File: src/rtl/axi_pkg.sv
// Shared definitions for the single-beat AXI-to-SRAM slave:
// FSM state encodings and AXI response codes.
package axi_pkg;

  localparam logic [2:0] ST_IDLE     = 3'd0;
  localparam logic [2:0] ST_RD_RAM   = 3'd1;
  localparam logic [2:0] ST_RD_LATCH = 3'd2;
  localparam logic [2:0] ST_RD_RESP  = 3'd3;
  localparam logic [2:0] ST_WR_DATA  = 3'd4;
  localparam logic [2:0] ST_WR_RAM   = 3'd5;
  localparam logic [2:0] ST_WR_RESP  = 3'd6;

  localparam logic [1:0] RESP_OKAY   = 2'b00;
  localparam logic [1:0] RESP_SLVERR = 2'b10;

endpackage

File: src/rtl/axi_sram_slave.sv
// Single-beat AXI slave in front of an external synchronous SRAM.
// One transaction in flight at a time; reads win over writes in IDLE.
// Bursts (len != 0) are answered with one SLVERR beat and never touch the SRAM.
//
// Handshake rule on every channel: a transfer happens on the rising edge
// where both valid and ready are 1; the side asserting valid holds it and
// its payload stable until that edge.
module axi_sram_slave
  import axi_pkg::*;
#(
  parameter int ADDR_W = 32
) (
  input  logic              clk,
  input  logic              reset,
  // AR channel
  input  logic [3:0]        arid,
  input  logic [ADDR_W-1:0] araddr,
  input  logic [7:0]        arlen,
  input  logic [2:0]        arsize,
  input  logic              arvalid,
  output logic              arready,
  // R channel
  output logic [3:0]        rid,
  output logic [31:0]       rdata,
  output logic [1:0]        rresp,
  output logic              rlast,
  output logic              rvalid,
  input  logic              rready,
  // AW channel
  input  logic [3:0]        awid,
  input  logic [ADDR_W-1:0] awaddr,
  input  logic [7:0]        awlen,
  input  logic [2:0]        awsize,
  input  logic              awvalid,
  output logic              awready,
  // W channel
  input  logic [3:0]        wid,
  input  logic [31:0]       wdata,
  input  logic [3:0]        wstrb,
  input  logic              wlast,
  input  logic              wvalid,
  output logic              wready,
  // B channel
  output logic [3:0]        bid,
  output logic [1:0]        bresp,
  output logic              bvalid,
  input  logic              bready,
  // SRAM port (read data arrives one cycle after ram_en)
  output logic              ram_en,
  output logic [3:0]        ram_wen,
  output logic [ADDR_W-1:0] ram_addr,
  output logic [31:0]       ram_wdata,
  input  logic [31:0]       ram_rdata
);

  logic [2:0]        state;
  logic [3:0]        id_r;
  logic [ADDR_W-1:0] addr_r;
  logic [7:0]        len_r;
  logic [31:0]       wdata_r;
  logic [3:0]        wstrb_r;
  logic [31:0]       rdata_r;
  logic              burst_err;

  // Size, W id/last and the byte offset are irrelevant for word-wide single beats.
  logic unused_inputs;
  assign unused_inputs = ^{arsize, awsize, wid, wlast, addr_r[1:0]};

  assign burst_err = (len_r != 8'd0);

  // Transaction FSM: latch the request, sequence the SRAM access, hold the response.
  always_ff @(posedge clk or posedge reset) begin
    if (reset) begin
      state   <= ST_IDLE;
      id_r    <= '0;
      addr_r  <= '0;
      len_r   <= '0;
      wdata_r <= '0;
      wstrb_r <= '0;
      rdata_r <= '0;
    end else begin
      case (state)
        ST_IDLE: begin
          if (arvalid) begin
            id_r   <= arid;
            addr_r <= araddr;
            len_r  <= arlen;
            if (arlen != 8'd0) begin
              rdata_r <= '0;
              state   <= ST_RD_RESP;
            end else begin
              state   <= ST_RD_RAM;
            end
          end else if (awvalid) begin
            id_r   <= awid;
            addr_r <= awaddr;
            len_r  <= awlen;
            state  <= ST_WR_DATA;
          end
        end
        ST_RD_RAM:   state <= ST_RD_LATCH;
        ST_RD_LATCH: begin
          rdata_r <= ram_rdata;
          state   <= ST_RD_RESP;
        end
        ST_RD_RESP: if (rready) state <= ST_IDLE;
        ST_WR_DATA: begin
          if (wvalid) begin
            wdata_r <= wdata;
            wstrb_r <= wstrb;
            state   <= burst_err ? ST_WR_RESP : ST_WR_RAM;
          end
        end
        ST_WR_RAM:  state <= ST_WR_RESP;
        ST_WR_RESP: if (bready) state <= ST_IDLE;
        default:    state <= ST_IDLE;
      endcase
    end
  end

  // Channel and SRAM outputs decode straight from the state; ready is
  // gated by reset so every handshake output is low while reset is held.
  always_comb begin
    arready   = (state == ST_IDLE) && !reset;
    awready   = (state == ST_IDLE) && !reset && !arvalid;
    rvalid    = (state == ST_RD_RESP);
    rlast     = (state == ST_RD_RESP);
    rid       = id_r;
    rdata     = rdata_r;
    rresp     = burst_err ? RESP_SLVERR : RESP_OKAY;
    wready    = (state == ST_WR_DATA);
    bvalid    = (state == ST_WR_RESP);
    bid       = id_r;
    bresp     = burst_err ? RESP_SLVERR : RESP_OKAY;
    ram_en    = (state == ST_RD_RAM) || (state == ST_WR_RAM);
    ram_wen   = (state == ST_WR_RAM) ? wstrb_r : 4'h0;
    ram_addr  = {addr_r[ADDR_W-1:2], 2'b00};
    ram_wdata = wdata_r;
  end

endmodule

File: config.mk
export PLATFORM = sky130hd
export DESIGN_NAME = axi_sram_slave
export DESIGN_NICKNAME = d
export VERILOG_FILES = /design/src/rtl/axi_pkg.sv /design/src/rtl/axi_sram_slave.sv
export SDC_FILE = /design/constraint.sdc
export NUM_CORES = 1
export LEC_CHECK = 0
export BUFFER_PORTS_ARGS = -buffer_cell sky130_fd_sc_hd__buf_2
export CAP_MARGIN = 10
export CORE_ASPECT_RATIO = 1.75
export CORE_MARGIN = 1.5
export CORE_UTILIZATION = 23
export DETAILED_ROUTE_END_ITERATION = 7
export GPL_TIMING_DRIVEN = 0
export PLACE_DENSITY = 0.51
export RECOVER_POWER = 50
export SLEW_MARGIN = 20
export SYNTH_ARGS = -nofsm -noshare
export SYNTH_HDL_FRONTEND = slang
export SYNTH_SLANG_ARGS = --single-unit
File: constraint.sdc
create_clock -name clk -period 4.1 [get_ports clk]
set_clock_uncertainty 0.2 [all_clocks]
set_input_delay 0.205 -clock clk [delete_from_list [all_inputs] [get_ports clk]]
set_output_delay 0.205 -clock clk [all_outputs]
set_load 0.05 [all_outputs]
==> results of run 1 <==
critical path, stage by stage, from the launching register on:
cell      delay (ns)
dfrtp_1         0.32
buf_4           0.17
clkbuf_1        0.31
nand2_1         0.07
or2_2           0.30
inv_1           0.08
buf_4           0.10
buf_2           0.24
layout by cell type (no fill, tap or decap), types with 5 or more instances in the layout:
cell,netlist,final
buf_4,12,12
buf_2,14,229
nor4_1,5,5
o21ai_0,43,43
dlygate4sd3_1,0,156
mux2_2,7,7
a22o_1,32,32
nand2_1,45,45
clkbuf_16,0,17
mux2_4,30,30
dfrtp_1,113,113
clkbuf_1,6,65
mux2i_1,42,42
per-layer routing:
layer,share of wire,global-route usage,vias to the layer above
met2,0.56,0.284,166
li1,-,-,2298
met5,0,0,-
met4,0.020,0.0553,0
met3,0.047,0.0384,21
met1,0.37,0.149,2249
metrics by stage:
stage	instances	setup TNS, ns	utilization
6_report	1152	0	0.414
5_1_grt	1152	0	0.414
4_1_cts	1152	0	0.418
3_5_place_dp	964	0	0.317
3_3_place_gp	963	-115.33	0.316
2_1_floorplan	398	0	-
registers in the layout (all words and copies together), names as in the netlist:
| register | cells |
|---|---|
| len_r | 8 |
| bid | 4 |
| addr_r | 30 |
| ram_wdata | 32 |
| state | 3 |
| wstrb_r | 4 |
| rdata | 32 |
report_power, final:
group	internal, W	switching [W]
Clock	0.000951	0.000545
Sequential	0.00163	0.000279
Combinational	0.00115	0.00264
area by class of cell:
class	instances	area (sq um)	share of cell area
Buffer	40	308	0.0346
Clock buffer	18	429	0.0482
Clock inverter	14	166	0.0187
Inverter	3	16.3	0.00183
Multi-Input combinational cell	242	1910	0.214
Sequential cell	113	2830	0.318
Tap cell	292	365	0.0410
Timing Repair Buffer	430	2880	0.324
cells by family (layout without fill, tap and decap cells):
group	after synthesis	after routing	share of synthesized area
AOI/OAI and AO/OA	84	84	0.115
muxes	79	79	0.188
buffers and inverters	43	505	0.0633
other	1	4	0.000744
DFF	113	113	0.561
and+or+nand+nor	75	75	0.0717
worst paths after layout:
| path | from | endpoint | depth (start not counted) |
|---|---|---|---|
| worst min register to register | addr_r[21]$_DFFE_PP0P_ | addr_r[21]$_DFFE_PP0P_ | 2 |
| worst max-delay path | state[0]$_DFFE_PP0P_ | rvalid | 7 |
| max in group asynchronous | reset | ram_wdata[26]$_DFFE_PP0P_ | 4 |
| worst min-delay path | wvalid | state[0]$_DFFE_PP0P_ | 5 |
| worst max register to register | state[0]$_DFFE_PP0P_ | len_r[2]$_DFFE_PP0P_ | 7 |
| min in group asynchronous | reset | ram_wdata[31]$_DFFE_PP0P_ | 3 |
==> out/results.md, run 1 <==
### Synth
* number of different library cells in the post-synthesis netlist: 37
* share of async-settable or async-resettable flops after synthesis: 1.00
* share of the synthesized area in the top cell type: 0.561
* EDFF count, synth: 0
* number of instances in the synthesized netlist: 395
* count of yosys warnings during synthesis: 0
* mean instance size in the synthesized netlist: 12.8 sq um
* cell type contributing the most total cell area after synthesis: dfrtp_1
* top cells by count, synth: dfrtp_1 (113), nand2_1 (45), o21ai_0 (43)
* number of synthesized register bits: 113
* most area-consuming cells after synthesis: dfrtp_1 (56%), mux2_4 (8.9%), mux2i_1 (8.3%)
* most common flop cell mapped by yosys: dfrtp_1
* portion of the post-synthesis area used by sequential elements: 0.561
* most used standard cell by instance count after synthesis: dfrtp_1
* summed instance area of the synthesized netlist: 0.00504 sq mm

### STA
* time the final worst path needs with I/O delays and setup: 2.41 ns
* actual transition at the worst max-transition pin: 0.799 ns
* Finish-stage setup viols: 0
* Worst slew margin: 0.462
* Highest Clock Rate: 0.414 GHz
* Post-Route Hold Slack: 0.121 ns
* final period utilization: 0.589
* count of endpoints failing hold in the final timing report: 0
* final-report max-slew violation count: 0
* unrepaired setup endpoints after global routing: false
* final critical-path setup slack: 1.69 ns

### Cells and area
* number of diodes added for antenna fixing: 0
* layout cell share with drive strength beyond 1: 0.378
* Final Net Count: 1021
* layout overhead on the synthesized area: 76.5%
* final std cell area, no fill: 0.00890 sq mm
* fill cell count: 2131

### Status
* run status: complete, no violations

### Clock tree
* CTS Buffer Depth: 2
* CTS Root Cell: clkbuf_16
* cts bufs inserted: 17
* number of clock sinks seen by CTS: 113
* number of hold buffers added after cts: 156
* clock insertion delay at the later pin of the skew report: 0.41 ns
* CTS clock-pin slew for the worst setup and hold paths: 0.05 ns
* maximum level of the CTS H-tree: 4
* TritonCTS clock tree: yes
* post-cts repair resize count: 0
* post-CTS setup buffer count: 0

### Global route
* via count of the first global-routing pass: 5195
* total routing resource utilization after global routing: 0.148
* wire length of the first global-routing pass: 25700 um
* antenna violations before repair: 0
* maximum number of pins on one net before global-route repair: 68
* total overflow reported by the global router: 0

### Die
* Placement Rows: 71
* Chip Height: 199 um
* area enclosed by the die boundary: 0.0229 sq mm
* core footprint: 0.0215 sq mm
* count of pins on the block boundary: 293
* starting utilization of the core area: 0.235
* Die Wd: 115 um

### Run
* max_cap viols: 0

### Critical path
* type of the worst setup path: reg2out
* required time of the critical path: 3.69 ns
* type of origin of the critical path: flip-flop
* crit path capture type: output port
* arrival time at the worst endpoint: 2.01 ns
* Critical Path Fanout Max: 10
* setup slack on the worst flop-to-flop path: 2.16 ns

### Routing
* violation count after the first detailed-routing iteration: 100
* remaining number of nets flagged by the antenna check after routing: 0
* Avg Vias per Cell: 4.11
* total detailed-routing wirelength: 16500 um
* number of remaining DRC errors: 0
* via count: 4734
* router iterations before antenna repair: 4
* average detailed-routed wire length per instance: 14.3 um

### Placement
* post-detail-place hpwl: 11400 um
* gp weighted congestion: 0.745
* Placed Instance Area: 0.00682 sq mm
* worst setup slack before clock tree synthesis: 2.03 ns
* Buffers on Ports: 273

### Pwr
* final total power: 0.00719 W
* power per unit of standard cell area: 808 mW/mm^2
* P_leak: 4.38 nW
* maximum resistive drop on vdd: 0.000390 V

### Hold path
* kind of path behind the tightest hold check: in2reg

(Power assumes the default switching activity.)
==> run 2, diff against run 1 <==
- PLACE_DENSITY: 0.51 -> 0.52
- clock period: 4.1 -> 2.2 ns (I/O delays scaled with it)
==> run 2 against run 1 <==
Compared with the run above: die area stayed put; total power increased by 92%; critical path depth shrank 1; first-iteration DRC count is 15% lower; critical path type unchanged; critical endpoint unchanged; largest power group unchanged; highest routed layer unchanged.
==> out/results.md, run 2 (synthesis gave the netlist of run 1 again) <==
### Status
* run status: complete, no violations, unchanged

### Cells and area
* layout cell share with drive strength beyond 1: 0.368, was 0.378
* most frequent cells in the layout: buf_2 (207), dlygate4sd3_1 (157), dfrtp_1 (111), was buf_2 (229), dlygate4sd3_1 (156), dfrtp_1 (113)
* final std cell area, no fill: 0.00907 sq mm, was 0.00890 sq mm
* most common cell after layout, fill and taps aside: buf_2, unchanged
* Final Net Count: 1028, was 1021
* final non-filler cell total: 1159, was 1152
* Core Util, Final: 0.422, was 0.414
* number of diodes added for antenna fixing: 0, unchanged
* layout overhead on the synthesized area: 79.8%, was 76.5%

### Critical path
* instance count on the critical path: 6, was 7
* library cell contributing the largest single delay on the critical path: dfrtp_2, was dfrtp_1
* type of the worst setup path: reg2out, unchanged
* Critical Path Fanout Max: 10, unchanged
* largest stage delay on the critical path: 0.45 ns, was 0.32 ns
* arrival time at the worst endpoint: 1.76 ns, was 2.01 ns
* crit path capture type: output port, unchanged
* reg2reg path depth: 7, unchanged
* cell repeated most along the worst path: buf_4, unchanged
* Critical Path, Cell by Cell: buf_6 -> nand2_1 -> or2_2 -> inv_1 -> buf_4 -> buf_4, was buf_4 -> clkbuf_1 -> nand2_1 -> or2_2 -> inv_1 -> buf_4 -> buf_2
* family with the most delay on the worst path: buffers and inverters, unchanged
* required time of the critical path: 1.89 ns, was 3.69 ns
* type of origin of the critical path: flip-flop, unchanged
* sum of buffers and inverters on the critical path: 4, was 5

### STA
* Highest Clock Rate: 0.484 GHz
* total negative setup slack: 0 ns, unchanged
* final period utilization: 0.939
* actual transition at the worst max-transition pin: 0.759 ns, was 0.799 ns
* unrepaired setup endpoints after global routing: false, unchanged
* final critical-path setup slack: 0.134 ns, was 1.69 ns
* Finish-stage setup viols: 0, unchanged
* final-report max-slew violation count: 0, unchanged
* count of endpoints failing hold in the final timing report: 0, unchanged
* Worst slew margin: 0.489, was 0.462
* time the final worst path needs with I/O delays and setup: 2.07 ns

### Global route
* total overflow reported by the global router: 0, unchanged
* wire length of the first global-routing pass: 25900 um, was 25700 um
* via count of the first global-routing pass: 5218, was 5195
* maximum number of pins on one net before global-route repair: 30, was 68
* total routing resource utilization after global routing: 0.148, about the same
* antenna violations before repair: 0, unchanged

### Die
* starting utilization of the core area: 0.235, unchanged
* Placement Rows: 71, unchanged
* area enclosed by the die boundary: 0.0229 sq mm, unchanged
* Die Wd: 115 um, unchanged
* Chip Height: 199 um, unchanged
* core footprint: 0.0215 sq mm, unchanged
* count of pins on the block boundary: 293, unchanged

### Pwr
* P_leak: 4.41 nW, was 4.38 nW
* power per unit of standard cell area: 1520 mW/mm^2, was 808 mW/mm^2
* maximum resistive drop on vdd: 0.000734 V, was 0.000390 V

### Routing
* number of remaining DRC errors: 0, unchanged
* Avg Vias per Cell: 4.18, was 4.11
* via count: 4845, was 4734
* router iterations before antenna repair: 4, unchanged
* total detailed-routing wirelength: 16900 um, was 16500 um
* violation count after the first detailed-routing iteration: 85, was 100
* average detailed-routed wire length per instance: 14.6 um, was 14.3 um
* remaining number of nets flagged by the antenna check after routing: 0, unchanged

### Hold path
* kind of path behind the tightest hold check: in2reg, unchanged
* Hold Path Stages: 5, unchanged

### Clock tree
* clock insertion delay at the later pin of the skew report: 0.41 ns, about the same
* maximum level of the CTS H-tree: 4, unchanged
* number of clock sinks seen by CTS: 113, unchanged
* cts bufs inserted: 17, unchanged
* CTS clock-pin slew for the worst setup and hold paths: 0.05 ns, about the same
* CTS Root Cell: clkbuf_16, unchanged
* TritonCTS clock tree: yes, unchanged
* CTS Buffer Depth: 2, unchanged

### Placement
* Buffers on Ports: 273, unchanged
* gp weighted congestion: 0.737, was 0.745
* Placed Instance Area: 0.00690 sq mm, was 0.00682 sq mm
* worst setup slack before clock tree synthesis: 0.150 ns, was 2.03 ns
* Placed Cells incl. Taps: 967, was 964
* post-detail-place hpwl: 11800 um, was 11400 um

### Run
* max_cap viols: 0, unchanged

## run 2: changes by cell type in the layout (fill, tap and decap cells not counted), sizes merged
cell,change
buf,-13
bufinv,+2
clkbuf,+22
clkinv,-2
clkinvlp,-2
dlygate4sd3,+1
inv,-1
## run 2: worst paths after layout
kind | slack [ns] | start | endpoint
setup / recovery | 0.13 | state[1]$_DFFE_PP0P_ | rvalid
hold / removal | 0.11 | bready | state[1]$_DFFE_PP0P_
setup reg to reg | 0.26 | state[0]$_DFFE_PP0P_ | ram_wdata[24]$_DFFE_PP0P_
hold reg to reg | 0.28 | addr_r[27]$_DFFE_PP0P_ | addr_r[27]$_DFFE_PP0P_
max in group asynchronous | 0.52 | reset | addr_r[20]$_DFFE_PP0P_
min in group asynchronous | 0.16 | reset | rdata[1]$_DFFE_PP0P_
## run 2: power breakdown
part	total [W]	internal (W)	leakage (nW)	switching (W)
Sequential	0.00360	0.00305	1.40	0.000546
Clock	0.00307	0.00209	0.323	0.000981
Combinational	0.00713	0.00218	2.69	0.00495
Total	0.0138	0.00732	4.41	0.00648
## run 2: layout make-up
| class | count | area [sq um] |
|---|---|---|
| Tap cell | 292 | 365 |
| Timing Repair Buffer | 437 | 2940 |
| Inverter | 3 | 12.5 |
| Fill cell | 2118 | 12400 |
| Multi-Input combinational cell | 242 | 1930 |
| Buffer | 40 | 332 |
| Clock buffer | 21 | 470 |
| Clock inverter | 11 | 183 |
| Sequential cell | 113 | 2830 |
## run 2: stage by stage
step | hold slack (ns) | total power (W)
2_1_floorplan | 0.0130 | 0.00891
3_3_place_gp | 0.133 | 0.0106
3_5_place_dp | -0.0461 | 0.0106
4_1_cts | 0.0397 | 0.0141
5_1_grt | 0.143 | 0.0145
6_report | 0.110 | 0.0138
## run 2: metal layers
metal | up-vias | track usage | wire length, um
met1 | 2328 | 0.156 | 6480
met4 | 0 | 0.0700 | 457
met2 | 173 | 0.272 | 9100
met3 | 31 | 0.0372 | 833
met5 | - | 0 | 0
li1 | 2313 | - | -
## run 2: repair_timing
item                                    4_1_cts  5_1_grt
endpoints found under the setup margin        6        8
gates cloned                                  0        0
resized for setup                             9        5
pin swaps                                     0        1
hold buffers                                157        0
setup buffers                                 0        3
endpoints found under the hold margin       179        0
## run 2: worst min-delay path, stage by stage
cell     delay, ns
buf_2         0.10
mux2_2        0.14
nor3b_1       0.05
o31ai_1       0.21
o41ai_1       0.06
==> run 3, diff against run 2 <==
- ABC_CLOCK_PERIOD_IN_PS: default -> 2200
- PLACE_DENSITY: 0.52 -> default
==> run 3 against run 2 <==
Compared with the run above: sequential power hardly changed; critical endpoint unchanged; clock power down 14%; clock-buffer cell count is 3 lower; worst hold slack got worse by 0.077 ns; global-route usage barely moved; final cell count is 0.26% lower.
==> out/results.md, run 3 (synthesis gave the netlist of run 1 again) <==
### Hold path
* capture endpoint of the worst hold path: state[0]$_DFFE_PP0P_, was state[1]$_DFFE_PP0P_
* Hold Path Stages: 5, unchanged
* worst min-delay path startpoint: awvalid, was bready
* kind of path behind the tightest hold check: in2reg, unchanged

### Global route
* total routing resource utilization after global routing: 0.148, about the same
* via count of the first global-routing pass: 5306, was 5218
* total overflow reported by the global router: 0, unchanged
* maximum number of pins on one net before global-route repair: 33, was 30
* antenna violations before repair: 0, unchanged
* wire length of the first global-routing pass: 26200 um, was 25900 um

### STA
* time the final worst path needs with I/O delays and setup: 2.10 ns, was 2.07 ns
* actual transition at the worst max-transition pin: 0.877 ns, was 0.759 ns
* Highest Clock Rate: 0.477 GHz, was 0.484 GHz
* Finish-stage setup viols: 0, unchanged
* final period utilization: 0.954, was 0.939
* Worst slew margin: 0.410, was 0.489
* count of endpoints failing hold in the final timing report: 0, unchanged
* unrepaired setup endpoints after global routing: false, unchanged
* final-report max-slew violation count: 0, unchanged

### Cells and area
* Final Net Count: 1025, was 1028
* fill cell count: 2090, was 2118
* Core Util, Final: 0.416, was 0.422
* number of diodes added for antenna fixing: 0, unchanged
* most frequent cells in the layout: buf_2 (223), dlygate4sd3_1 (157), dfrtp_1 (111), was buf_2 (207), dlygate4sd3_1 (157), dfrtp_1 (111)
* layout overhead on the synthesized area: 77.5%, was 79.8%
* layout cell share with drive strength beyond 1: 0.388, was 0.368
* final std cell area, no fill: 0.00895 sq mm, was 0.00907 sq mm
* most common cell after layout, fill and taps aside: buf_2, unchanged

### Status
* run status: complete, no violations, unchanged

### Critical path
* Critical Path Fanout Max: 10, unchanged
* required time of the critical path: 1.89 ns, about the same
* reg2reg path depth: 6, was 7
* arrival time at the worst endpoint: 1.79 ns, was 1.76 ns
* crit path capture type: output port, unchanged
* capture point of the worst reg-to-reg path: addr_r[11]$_DFFE_PP0P_, was ram_wdata[24]$_DFFE_PP0P_
* startpoint of the most critical register-to-register path: state[0]$_DFFE_PP0P_, unchanged
* setup slack on the worst flop-to-flop path: 0.27 ns, was 0.26 ns
* type of the worst setup path: reg2out, unchanged
* type of origin of the critical path: flip-flop, unchanged

### Placement
* post-detail-place hpwl: 11500 um, was 11800 um
* Placed Instance Area: 0.00690 sq mm, unchanged
* gp weighted congestion: 0.781, was 0.737
* Buffers on Ports: 273, unchanged

### Routing
* violation count after the first detailed-routing iteration: 136, was 85
* Avg Vias per Cell: 4.25, was 4.18
* router iterations before antenna repair: 4, unchanged
* remaining number of nets flagged by the antenna check after routing: 0, unchanged
* average detailed-routed wire length per instance: 14.9 um, was 14.6 um
* number of remaining DRC errors: 0, unchanged
* total detailed-routing wirelength: 17200 um, was 16900 um
* via count: 4911, was 4845

### Clock tree
* number of clock sinks seen by CTS: 113, unchanged
* TritonCTS clock tree: yes, unchanged
* CTS Root Cell: clkbuf_16, unchanged
* post-CTS setup buffer count: 0, unchanged
* cts bufs inserted: 17, unchanged
* maximum level of the CTS H-tree: 4, unchanged
* CTS Buffer Depth: 2, unchanged
* clock insertion delay at the later pin of the skew report: 0.41 ns, about the same
* CTS clock-pin slew for the worst setup and hold paths: 0.06 ns, was 0.05 ns

### Die
* starting utilization of the core area: 0.235, unchanged
* count of pins on the block boundary: 293, unchanged
* area enclosed by the die boundary: 0.0229 sq mm, unchanged
* Die Wd: 115 um, unchanged
* core footprint: 0.0215 sq mm, unchanged
* Chip Height: 199 um, unchanged
* Placement Rows: 71, unchanged

### Pwr
* power per unit of standard cell area: 1500 mW/mm^2, was 1520 mW/mm^2
* maximum resistive drop on vdd: 0.000703 V, was 0.000734 V
* P_leak: 4.38 nW, was 4.41 nW

### Run
* max_cap viols: 0, unchanged

==> run 3: cell types whose count changed in the layout (fill, tap and decap cells not counted), sizes merged <==
cell,before,now
bufinv,5,1
buf,237,247
inv,2,5
clkinvlp,2,6
clkbuf,104,88
==> run 3: layout make-up <==
cell class	instances	area (sq um)	area share
Clock inverter	14	134	0.0150
Clock buffer	18	439	0.0491
Sequential cell	113	2830	0.316
Multi-Input combinational cell	242	1930	0.216
Buffer	40	323	0.0361
Tap cell	292	365	0.0408
Inverter	3	12.5	0.00140
Timing Repair Buffer	434	2920	0.326
==> run 3: per-layer routing <==
metal / vias to the layer above / wire [um] / track usage
li1: 2303 / - / -
met1: 2370 / 6380 / 0.150
met2: 194 / 9370 / 0.279
met3: 44 / 844 / 0.0350
met4: 0 / 596 / 0.0727
met5: - / 0 / 0
==> run 3: report_power, final <==
| group | internal (W) | total [W] | switching (W) |
|---|---|---|---|
| sequential | 0.00305 | 0.00360 | 0.000549 |
| combinational | 0.00219 | 0.00718 | 0.00500 |
| clock | 0.00159 | 0.00264 | 0.00105 |
| total | 0.00683 | 0.0134 | 0.00659 |
==> run 3: worst max-delay path, stage by stage, from the launching register on <==
cell and delay [ns]:
dfrtp_2 0.47, clkbuf_4 0.21, or2_2 0.32, inv_1 0.09, buf_4 0.11, buf_4 0.18
==> run 3: worst max-delay path by stage <==
| stage | startpoint | end | slack [ns] |
|---|---|---|---|
| 3_5_place_dp | state[2]$_DFFE_PP0P_ | len_r[0]$_DFFE_PP0P_ | 0.13 |
| 5_1_grt | state[2]$_DFFE_PP0P_ | ram_wen[0] | 0.002 |
| 4_1_cts | state[0]$_DFFE_PP0P_ | rvalid | 0.02 |
| 2_1_floorplan | state[0]$_DFFE_PP0P_ | ram_wdata[0]$_DFFE_PP0P_ | 0.04 |
| 6_report | state[2]$_DFFE_PP0P_ | rvalid | 0.10 |
| 3_3_place_gp | reset | ram_wdata[10]$_DFFE_PP0P_ | -0.37 |
==> run 3: per-stage QoR <==
step                      hold slack, ns  worst slack [ns]  std cells  power, W  setup TNS [ns]
after detailed placement         -0.0768             0.130        967    0.0107               0
final                             0.0327             0.101       1156    0.0134               0
after floorplan                   0.0130            0.0376        398   0.00891               0
after global placement             0.113            -0.368        963    0.0105          -40.75
after global routing              0.0602           0.00232       1156    0.0141               0
after CTS                         0.0144            0.0160       1156    0.0137               0
==> run 3: what timing repair did <==
action,in CTS,in global routing
hold buffers,157,0
endpoints found under the hold margin,225,0
setup endpoints to repair,6,13
resized for setup,4,13
pin swaps,0,0
